### src/rtl/sel_arbiter_if.sv
// rtl/sel_arbiter_if.sv - requester, output stream and status signals of the two-way burst arbiter
interface sel_arbiter_if #(
  parameter int WIDTH = 8
);
  logic             a_valid;
  logic [WIDTH-1:0] a_data;
  logic             a_last;
  logic             a_ready;

  logic             b_valid;
  logic [WIDTH-1:0] b_data;
  logic             b_last;
  logic             b_ready;

  logic             out_valid;
  logic [WIDTH-1:0] out_data;
  logic             out_last;
  logic             out_ready;

  logic             sel;
  logic             gnt_a;
  logic             gnt_b;
  logic             ovf;

  // Environment side: drives both requesters and the downstream ready.
  modport master (
    output a_valid, a_data, a_last,
    input  a_ready,
    output b_valid, b_data, b_last,
    input  b_ready,
    input  out_valid, out_data, out_last,
    output out_ready,
    input  sel, gnt_a, gnt_b, ovf
  );

  // Arbiter side.
  modport slave (
    input  a_valid, a_data, a_last,
    output a_ready,
    input  b_valid, b_data, b_last,
    output b_ready,
    output out_valid, out_data, out_last,
    input  out_ready,
    output sel, gnt_a, gnt_b, ovf
  );
endinterface

### src/rtl/sel_arbiter.sv
// rtl/sel_arbiter.sv - two-requester burst arbiter with a registered 2:1 output select
// Bursts end on LAST or after MAX_BEATS accepted beats; ties go to the requester not served last.
module sel_arbiter #(
  parameter int WIDTH     = 8,
  parameter int MAX_BEATS = 16
) (
  input logic          clk,
  input logic          rst_n,
  sel_arbiter_if.slave bus
);

  typedef enum logic [1:0] {
    IDLE  = 2'd0,
    OWN_A = 2'd1,
    OWN_B = 2'd2
  } state_t;

  localparam int             CW      = $clog2(MAX_BEATS + 1);
  localparam logic [CW-1:0]  MAX_CNT = CW'(MAX_BEATS);

  state_t        state;
  logic          sel_q;
  logic          last_own_b;
  logic [CW-1:0] count;
  logic          ovf_q;

  logic          own_a;
  logic          own_b;
  logic          beat_a;
  logic          beat_b;
  logic [CW-1:0] count_inc;
  logic          at_max;

  assign own_a     = (state == OWN_A);
  assign own_b     = (state == OWN_B);
  assign beat_a    = own_a & bus.a_valid & bus.out_ready;
  assign beat_b    = own_b & bus.b_valid & bus.out_ready;
  assign count_inc = count + 1'b1;
  assign at_max    = (count_inc == MAX_CNT);

  // Handshake outputs decode straight from state so an asynchronous reset drops them at once.
  assign bus.a_ready   = own_a & bus.out_ready;
  assign bus.b_ready   = own_b & bus.out_ready;
  assign bus.out_valid = (own_a & bus.a_valid) | (own_b & bus.b_valid);
  assign bus.out_data  = sel_q ? bus.b_data : bus.a_data;
  assign bus.out_last  = sel_q ? bus.b_last : bus.a_last;
  assign bus.sel       = sel_q;
  assign bus.gnt_a     = own_a;
  assign bus.gnt_b     = own_b;
  assign bus.ovf       = ovf_q;

  always_ff @(posedge clk or negedge rst_n) begin
    if (!rst_n) begin
      state      <= IDLE;
      sel_q      <= 1'b0;
      last_own_b <= 1'b1;
      count      <= '0;
      ovf_q      <= 1'b0;
    end else begin
      ovf_q <= 1'b0;
      case (state)
        IDLE: begin
          count <= '0;
          if (bus.a_valid && (!bus.b_valid || last_own_b)) begin
            state <= OWN_A;
            sel_q <= 1'b0;
          end else if (bus.b_valid) begin
            state <= OWN_B;
            sel_q <= 1'b1;
          end
        end

        OWN_A: begin
          if (beat_a) begin
            if (bus.a_last || at_max) begin
              last_own_b <= 1'b0;
              ovf_q      <= ~bus.a_last;
              count      <= '0;
              if (bus.b_valid) begin
                state <= OWN_B;
                sel_q <= 1'b1;
              end else begin
                state <= IDLE;
              end
            end else begin
              count <= count_inc;
            end
          end
        end

        OWN_B: begin
          if (beat_b) begin
            if (bus.b_last || at_max) begin
              last_own_b <= 1'b1;
              ovf_q      <= ~bus.b_last;
              count      <= '0;
              if (bus.a_valid) begin
                state <= OWN_A;
                sel_q <= 1'b0;
              end else begin
                state <= IDLE;
              end
            end else begin
              count <= count_inc;
            end
          end
        end

        default: begin
          state <= IDLE;
          count <= '0;
        end
      endcase
    end
  end

endmodule

### src/flat_wrapper.sv
// flat-port wrapper written by rule: the top's interface ports become plain ports
module sel_arbiter_flat 
#(
  parameter int WIDTH     = 8,
  parameter int MAX_BEATS = 16
)
  (clk, rst_n, bus_a_valid, bus_a_data, bus_a_last, bus_a_ready, bus_b_valid, bus_b_data, bus_b_last, bus_b_ready, bus_out_valid, bus_out_data, bus_out_last, bus_out_ready, bus_sel, bus_gnt_a, bus_gnt_b, bus_ovf);
  sel_arbiter_if #(.WIDTH(WIDTH)) bus_i ();
  input logic clk;
  input logic rst_n;
  input wire logic [$bits(bus_i.a_valid)-1:0] bus_a_valid;
  input wire logic [$bits(bus_i.a_data)-1:0] bus_a_data;
  input wire logic [$bits(bus_i.a_last)-1:0] bus_a_last;
  output wire logic [$bits(bus_i.a_ready)-1:0] bus_a_ready;
  input wire logic [$bits(bus_i.b_valid)-1:0] bus_b_valid;
  input wire logic [$bits(bus_i.b_data)-1:0] bus_b_data;
  input wire logic [$bits(bus_i.b_last)-1:0] bus_b_last;
  output wire logic [$bits(bus_i.b_ready)-1:0] bus_b_ready;
  output wire logic [$bits(bus_i.out_valid)-1:0] bus_out_valid;
  output wire logic [$bits(bus_i.out_data)-1:0] bus_out_data;
  output wire logic [$bits(bus_i.out_last)-1:0] bus_out_last;
  input wire logic [$bits(bus_i.out_ready)-1:0] bus_out_ready;
  output wire logic [$bits(bus_i.sel)-1:0] bus_sel;
  output wire logic [$bits(bus_i.gnt_a)-1:0] bus_gnt_a;
  output wire logic [$bits(bus_i.gnt_b)-1:0] bus_gnt_b;
  output wire logic [$bits(bus_i.ovf)-1:0] bus_ovf;
  assign bus_i.a_valid = bus_a_valid;
  assign bus_i.a_data = bus_a_data;
  assign bus_i.a_last = bus_a_last;
  assign bus_a_ready = bus_i.a_ready;
  assign bus_i.b_valid = bus_b_valid;
  assign bus_i.b_data = bus_b_data;
  assign bus_i.b_last = bus_b_last;
  assign bus_b_ready = bus_i.b_ready;
  assign bus_out_valid = bus_i.out_valid;
  assign bus_out_data = bus_i.out_data;
  assign bus_out_last = bus_i.out_last;
  assign bus_i.out_ready = bus_out_ready;
  assign bus_sel = bus_i.sel;
  assign bus_gnt_a = bus_i.gnt_a;
  assign bus_gnt_b = bus_i.gnt_b;
  assign bus_ovf = bus_i.ovf;
  sel_arbiter #(.WIDTH(WIDTH), .MAX_BEATS(MAX_BEATS)) u_core (.clk(clk), .rst_n(rst_n), .bus(bus_i));
endmodule
### config.mk
export PLATFORM = sky130hd
export DESIGN_NAME = sel_arbiter_flat
export DESIGN_NICKNAME = d
export VERILOG_FILES = /design/src/rtl/sel_arbiter_if.sv /design/src/rtl/sel_arbiter.sv /design/src/flat_wrapper.sv
export SDC_FILE = /design/constraint.sdc
export NUM_CORES = 1
export LEC_CHECK = 0
export BUFFER_PORTS_ARGS = -buffer_cell sky130_fd_sc_hd__buf_2
export CORE_UTILIZATION = 49
export DETAILED_ROUTE_END_ITERATION = 7
export PLACE_DENSITY = 0.84
export SLEW_MARGIN = 10
export SYNTH_ARGS = -nofsm -noshare
export SYNTH_HDL_FRONTEND = slang
export SYNTH_SLANG_ARGS = --single-unit
### constraint.sdc
create_clock -name clk -period 2.97 [get_ports clk]
set_clock_uncertainty 0.1 [all_clocks]
set_input_delay 0.1485 -clock clk [delete_from_list [all_inputs] [get_ports clk]]
set_output_delay 0.1485 -clock clk [all_outputs]
set_load 0.05 [all_outputs]
### Yosys cells after proc, flatten, opt, wreduce, memory -nomap -nowiden

Cells that the tools add are included.

| storage, ports and cells | value |
|---|---|
| register bits after elaboration | 10 |
| bits of input ports | 23 |
| output and inout bits | 16 |
| word-level logic and storage cells | 70 |

| cells by class | value |
|---|---|
| $add $sub $neg | 1 |
| equal/unequal tests | 9 |
| mux-type cells | 34 |
| bitwise operators | 9 |
| reductions and logical operators | 12 |

Operators by type and width:

| kind | count |
|---|---|
| 5-bit 2-to-1 mux | 4 |
| 1-bit 2-to-1 mux | 17 |
| 2-bit 2-to-1 mux | 7 |
| 2-bit inequality test, second input constant | 5 |
| 5-bit one-hot mux with 2 select lines | 1 |
| 5-bit AND reduction | 2 |
| 8-bit 2-to-1 mux | 1 |
| 1-bit AND | 6 |
| 2-bit one-hot mux with 3 select lines | 1 |
| 6-bit AND reduction | 1 |
| 5-bit by 1-bit adder with 5-bit output, second input constant | 1 |
| 5-bit == test, second input constant | 1 |
| 1-bit one-hot mux with 2 select lines | 2 |
| 1-bit logical OR | 3 |
| 3-bit by 2-bit inequality test with 1-bit output, second input constant | 1 |
| 1-bit one-hot mux with 3 select lines | 1 |
| 3-bit nonzero test | 1 |
| 2-bit by 1-bit == test with 1-bit output, second input constant | 1 |
| 2-bit == test, second input constant | 1 |
| 2-bit zero test | 1 |
| 1-bit inverter | 2 |
| 2-bit AND reduction | 1 |
| 2-bit nonzero test | 1 |
| 1-bit logical AND | 1 |
| other kinds (2) | 2 |

### Logic depth before layout (Yosys ltp)

| depth | value |
|---|---|
| depth in word-level cells | 6 |
| mapped depth | 7 |

### Worst setup path after synthesis

OpenSTA, ideal clock, no wires.

| timing path | value |
|---|---|
| path type | register to register |
| start point | register u_core.state[0] |
| end point | register u_core.state[0] |
| setup time | 0.122 ns |
| arrival time | 1.979 ns |
| path slack | 0.769 ns |
| stages on the path, launching flop included | 8 |
| buffers on the path | 0 |
| period minus slack after synthesis | 2.201 ns |
| cell sequence | dfrtp_1 -> inv_1 -> ha_1 -> inv_1 -> o22ai_1 -> o21ai_4 -> nor3b_4 -> a32o_1 |

| on the way | value |
|---|---|
| cells in the longest elaborated chain, start to end | 5 |
| elaborated cells on any way between the ends | 14 |
| those cells by class | eq/ne: 7; mux: 1; bitwise: 4; reduce/logical: 2 |

RTL lines:

| what | line | source |
|---|---|---|
| from (decl) | sel_arbiter.sv:21 | `state_t state;` |
| from (signal assigned) | sel_arbiter.sv:54 | `state <= IDLE;` |
| from (signal assigned) | sel_arbiter.sv:65 | `state <= OWN_A;` |
| from (signal assigned) | sel_arbiter.sv:68 | `state <= OWN_B;` |
| 2-bit == test (*) | sel_arbiter.sv:35 | `assign own_b = (state == OWN_B);` |
| named net bus_gnt_b | flat_wrapper.sv:25 | `output wire logic [$bits(bus_i.gnt_b)-1:0] bus_gnt_b;` |
| 1-bit AND (2 in a row) | sel_arbiter.sv:37 | `assign beat_b = own_b & bus.b_valid & bus.out_ready;` |
| 2-bit inequality test (no line) | - |  |
| 5-bit AND reduction (no line) | - |  |

Mark *: on every way through the listed nets, which the timed path passes. The rest lies on a longest branch.
A chain may end at the register's enable or synchronous reset.

### Final worst setup path

| timing path | value |
|---|---|
| start point | register u_core.count[0] |
| end point | register u_core.last_own_b |

| on the way | value |
|---|---|
| cells in the longest elaborated chain, start to end | 5 |
| elaborated cells on any way between the ends | 7 |
| those cells by class | add/sub: 1; eq/ne: 3; reduce/logical: 3 |

RTL lines:

| what | line | source |
|---|---|---|
| from (decl) | sel_arbiter.sv:24 | `logic [CW-1:0] count;` |
| from (signal assigned) | sel_arbiter.sv:86 | `count <= count_inc;` |
| from (signal assigned) | sel_arbiter.sv:104 | `count <= count_inc;` |
| 5-bit by 1-bit adder with 5-bit output (*) | sel_arbiter.sv:38 | `assign count_inc = count + 1'b1;` |
| 5-bit == test (*) | sel_arbiter.sv:39 | `assign at_max = (count_inc == MAX_CNT);` |
| 1-bit logical OR, on equally long branches | sel_arbiter.sv:75, sel_arbiter.sv:93 |  |
| 2-bit inequality test (no line) | - |  |
| 5-bit AND reduction (no line) (*) | - |  |
| to (signal assigned) | sel_arbiter.sv:56 | `last_own_b <= 1'b1;` |
| to (signal assigned) | sel_arbiter.sv:76 | `last_own_b <= 1'b0;` |
| to (signal assigned) | sel_arbiter.sv:94 | `last_own_b <= 1'b1;` |
| to (decl) | sel_arbiter.sv:23 | `logic last_own_b;` |

Every way passes the cells marked *; elsewhere a longest branch is shown, timed or not.

==> metrics <==
outcome finished, violations left; violated checks design-rule violations; RSZ-0062 raised after global routing no; hold slack about 68 ps; Startpoint Class flip-flop; Clk pwr share 0.118; Fill cells between 100 and 150; Die ar. 0.00188 sq mm; post-synthesis sequential area ratio 0.300; Final period util 0.736; ANT nets after route 0; global-route wire length before repair around 3.3 mm; post-route total power about 1.0 mW; vias in the first global route 777; area of the multi-input gates about 560 sq um; Reg power frac 0.210; fmax roughly 460 MHz; yosys warns 0; DR DRC count 14; top cell type's share of synthesized area 0.268; most common cell in the netlist nand2_1; Vias approximately 900; Crit Path Category flip-flop to flip-flop; Ports 39; Area Overhead vs Synth 29.7%; Clock Path Buffers 2; Worst Hold Endpoint u_core.bus.ovf$_DFF_PN0_; Lkg Pwr approximately 0.56 nW; initial drt markers between 40 and 50; minimum clock period ~2200 ps; final std cells w/o fill ~150; global-route usage over all layers 0.237; row cnt 14; syn_area_per_cell 8.93 sq um; Reg area 251 sq um; Root Buffer Master clkbuf_4; Arrival @ worst endpoint around 2300 ps; # placed instances between 100 and 150; register bit total from synthesis 10; Area after DPL roughly 0.0010 sq mm; First-pass DRT Iterations 6; FFs w/ async S/R, synth 1.00; htree depth 1; Critical Path RT just over 3000 ps; Cells after Synth 94; DR WL/cell 13.7 um; Worst Hold Class input port to flip-flop; GRT Residual Overflow 0; R2R depth 7; relative slew slack 0.697; top cells by count, synth nand2_1, dfrtp_1, mux2_2, ha_1, inv_1; synthesized net count roughly 120; ANT cells 0; initial antenna violation count 0; routed wire length a little over 2 mm; initial core utilization 0.539; largest net degree at the start of global routing 12; largest area contributor in the netlist dfrtp_1; CTS Sinks 10; Sw Pwr between 0.5 and 0.6 mW; Post-Synthesis Cell Area roughly 840 sq um; most common flop cell mapped by yosys dfrtp_1; P_int about 0.47 mW; CTS tree done; share of cells above drive strength 1 0.422; WHS Path Cells 3; Hold Startpoint bus_out_ready; worst reg2reg endpoint u_core.last_own_b$_DFFE_PN1P_; GPL Wtd Cong 0.791; die height roughly 43 um; Worst-path clk slew about 70 ps; core outline area 0.00156 sq mm; Setup TNS 0 ps; worst skew pair latency about 270 ps; Setup-failing EPs final 0; Max Cap Viol 0; Post-synth EDFFs 0; PortBufs 38; Worst Setup End Kind flip-flop; Worst R2R Setup Slack about 800 ps; Net Sw Frac 0.551; Critical R2R Launch u_core.count[0]$_DFFE_PN0P_; Die Wd between 40 and 50 um; post-CTS setup buffer count 0; Fin. Hold Viols 0; crit path max fanout 10; clock buffer count from CTS 3; Logic pwr share 0.672; Vias/cell 5.80; Final HPWL DP approximately 1.6 mm; PwrDens between 900 and 1000 mW/mm^2; Least-Margin Pin Slew 455 ps; Synth area leaders dfrtp_1, mux2_2, ha_1; worst IR drop on VDD ~0.46 mV; unique cell type count in the Yosys netlist 31; max-slew violation count 0; CP Launch Point u_core.count[0]$_DFFE_PN0P_; Final Net Count roughly 170; Final Cell Area between 0.001 and 0.0015 sq mm
## worst max-delay path, stage by stage (launching register included)
cell,delay [ps]
dfrtp_1,430
ha_1,240
and2_2,180
nand2_2,70
o32a_4,330
o21ai_4,270
nand3_1,150
mux2_1,330
## how the worst max path moves through the flow
stage                                                to  slack (ps)  cells past startpoint
final                     u_core.last_own_b$_DFFE_PN1P_         780                      7
after global routing        u_core.state[1]$_DFFE_PN0P_         660                      7
after CTS                 u_core.last_own_b$_DFFE_PN1P_         820                      7
after detailed placement  u_core.last_own_b$_DFFE_PN1P_         840                      7
after global placement      u_core.state[1]$_DFFE_PN0P_         910                      7
after floorplan             u_core.state[0]$_DFFE_PN0P_         770                      7
## layout by cell type, fill, tap and decap left out, types with 3 or more instances in the layout
master / n
buf_2: 38
nand2_1: 17
mux2_2: 9
dfrtp_1: 9
inv_1: 6
ha_1: 6
nor2_1: 5
a21oi_1: 5
nor3_1: 4
nand3_1: 3
o31ai_1: 3
clkbuf_4: 3
## logic make-up (layout without fill, tap and decap cells)
group	after synthesis	after routing	synth area share
compound gates	20	20	0.197
simple gates	40	40	0.244
fa+ha+maj	6	6	0.0894
buf+inv	8	49	0.0358
flops	10	10	0.300
mux	10	10	0.134
## through the flow
stage | worst slack, ps | utilization
after floorplan | 769 | -
after global placement | 907 | 0.669
after detailed placement | 843 | 0.669
after CTS | 823 | 0.698
after global routing | 661 | 0.698
final | 783 | 0.698
## area by class of cell
cell class,instances,share of cell area
well taps,16,0.0184
clock buffers,4,0.0333
flip-flops and latches,10,0.231
inverters,6,0.0207
multi-input cells,76,0.513
repair buffers,39,0.184
## metal layers
layer / vias up / track usage / wire [um] / share of wire
li1: 421 / - / - / -
met2: 48 / 0.403 / 1040 / 0.50
met4: 0 / 0.113 / 8 / 0.0039
met5: - / 0 / 0 / 0
met1: 405 / 0.272 / 829 / 0.40
met3: 2 / 0.0708 / 187 / 0.091
## repair_timing
item                                   CTS  global route
hold buffers                             1             0
endpoints found under the hold margin   10             0
resized for setup                        0             0
## power by group through the flow
stage / Combinational [mW] / Clock (mW) / Sequential, mW
after detailed placement: 0.698 / 0 / 0.221
after global routing: 0.746 / 0.134 / 0.225
after global placement: 0.685 / 0 / 0.217
final: 0.701 / 0.123 / 0.219
after floorplan: 0.558 / 0 / 0.217
after CTS: 0.699 / 0.124 / 0.218
## flip-flops by register name, summed over array words and instances (netlist names)
signal,flops
u_core.count,5
u_core.state,2
u_core.bus.ovf,1
u_core.bus.sel,1
u_core.last_own_b,1
(Power assumes the default switching activity.)
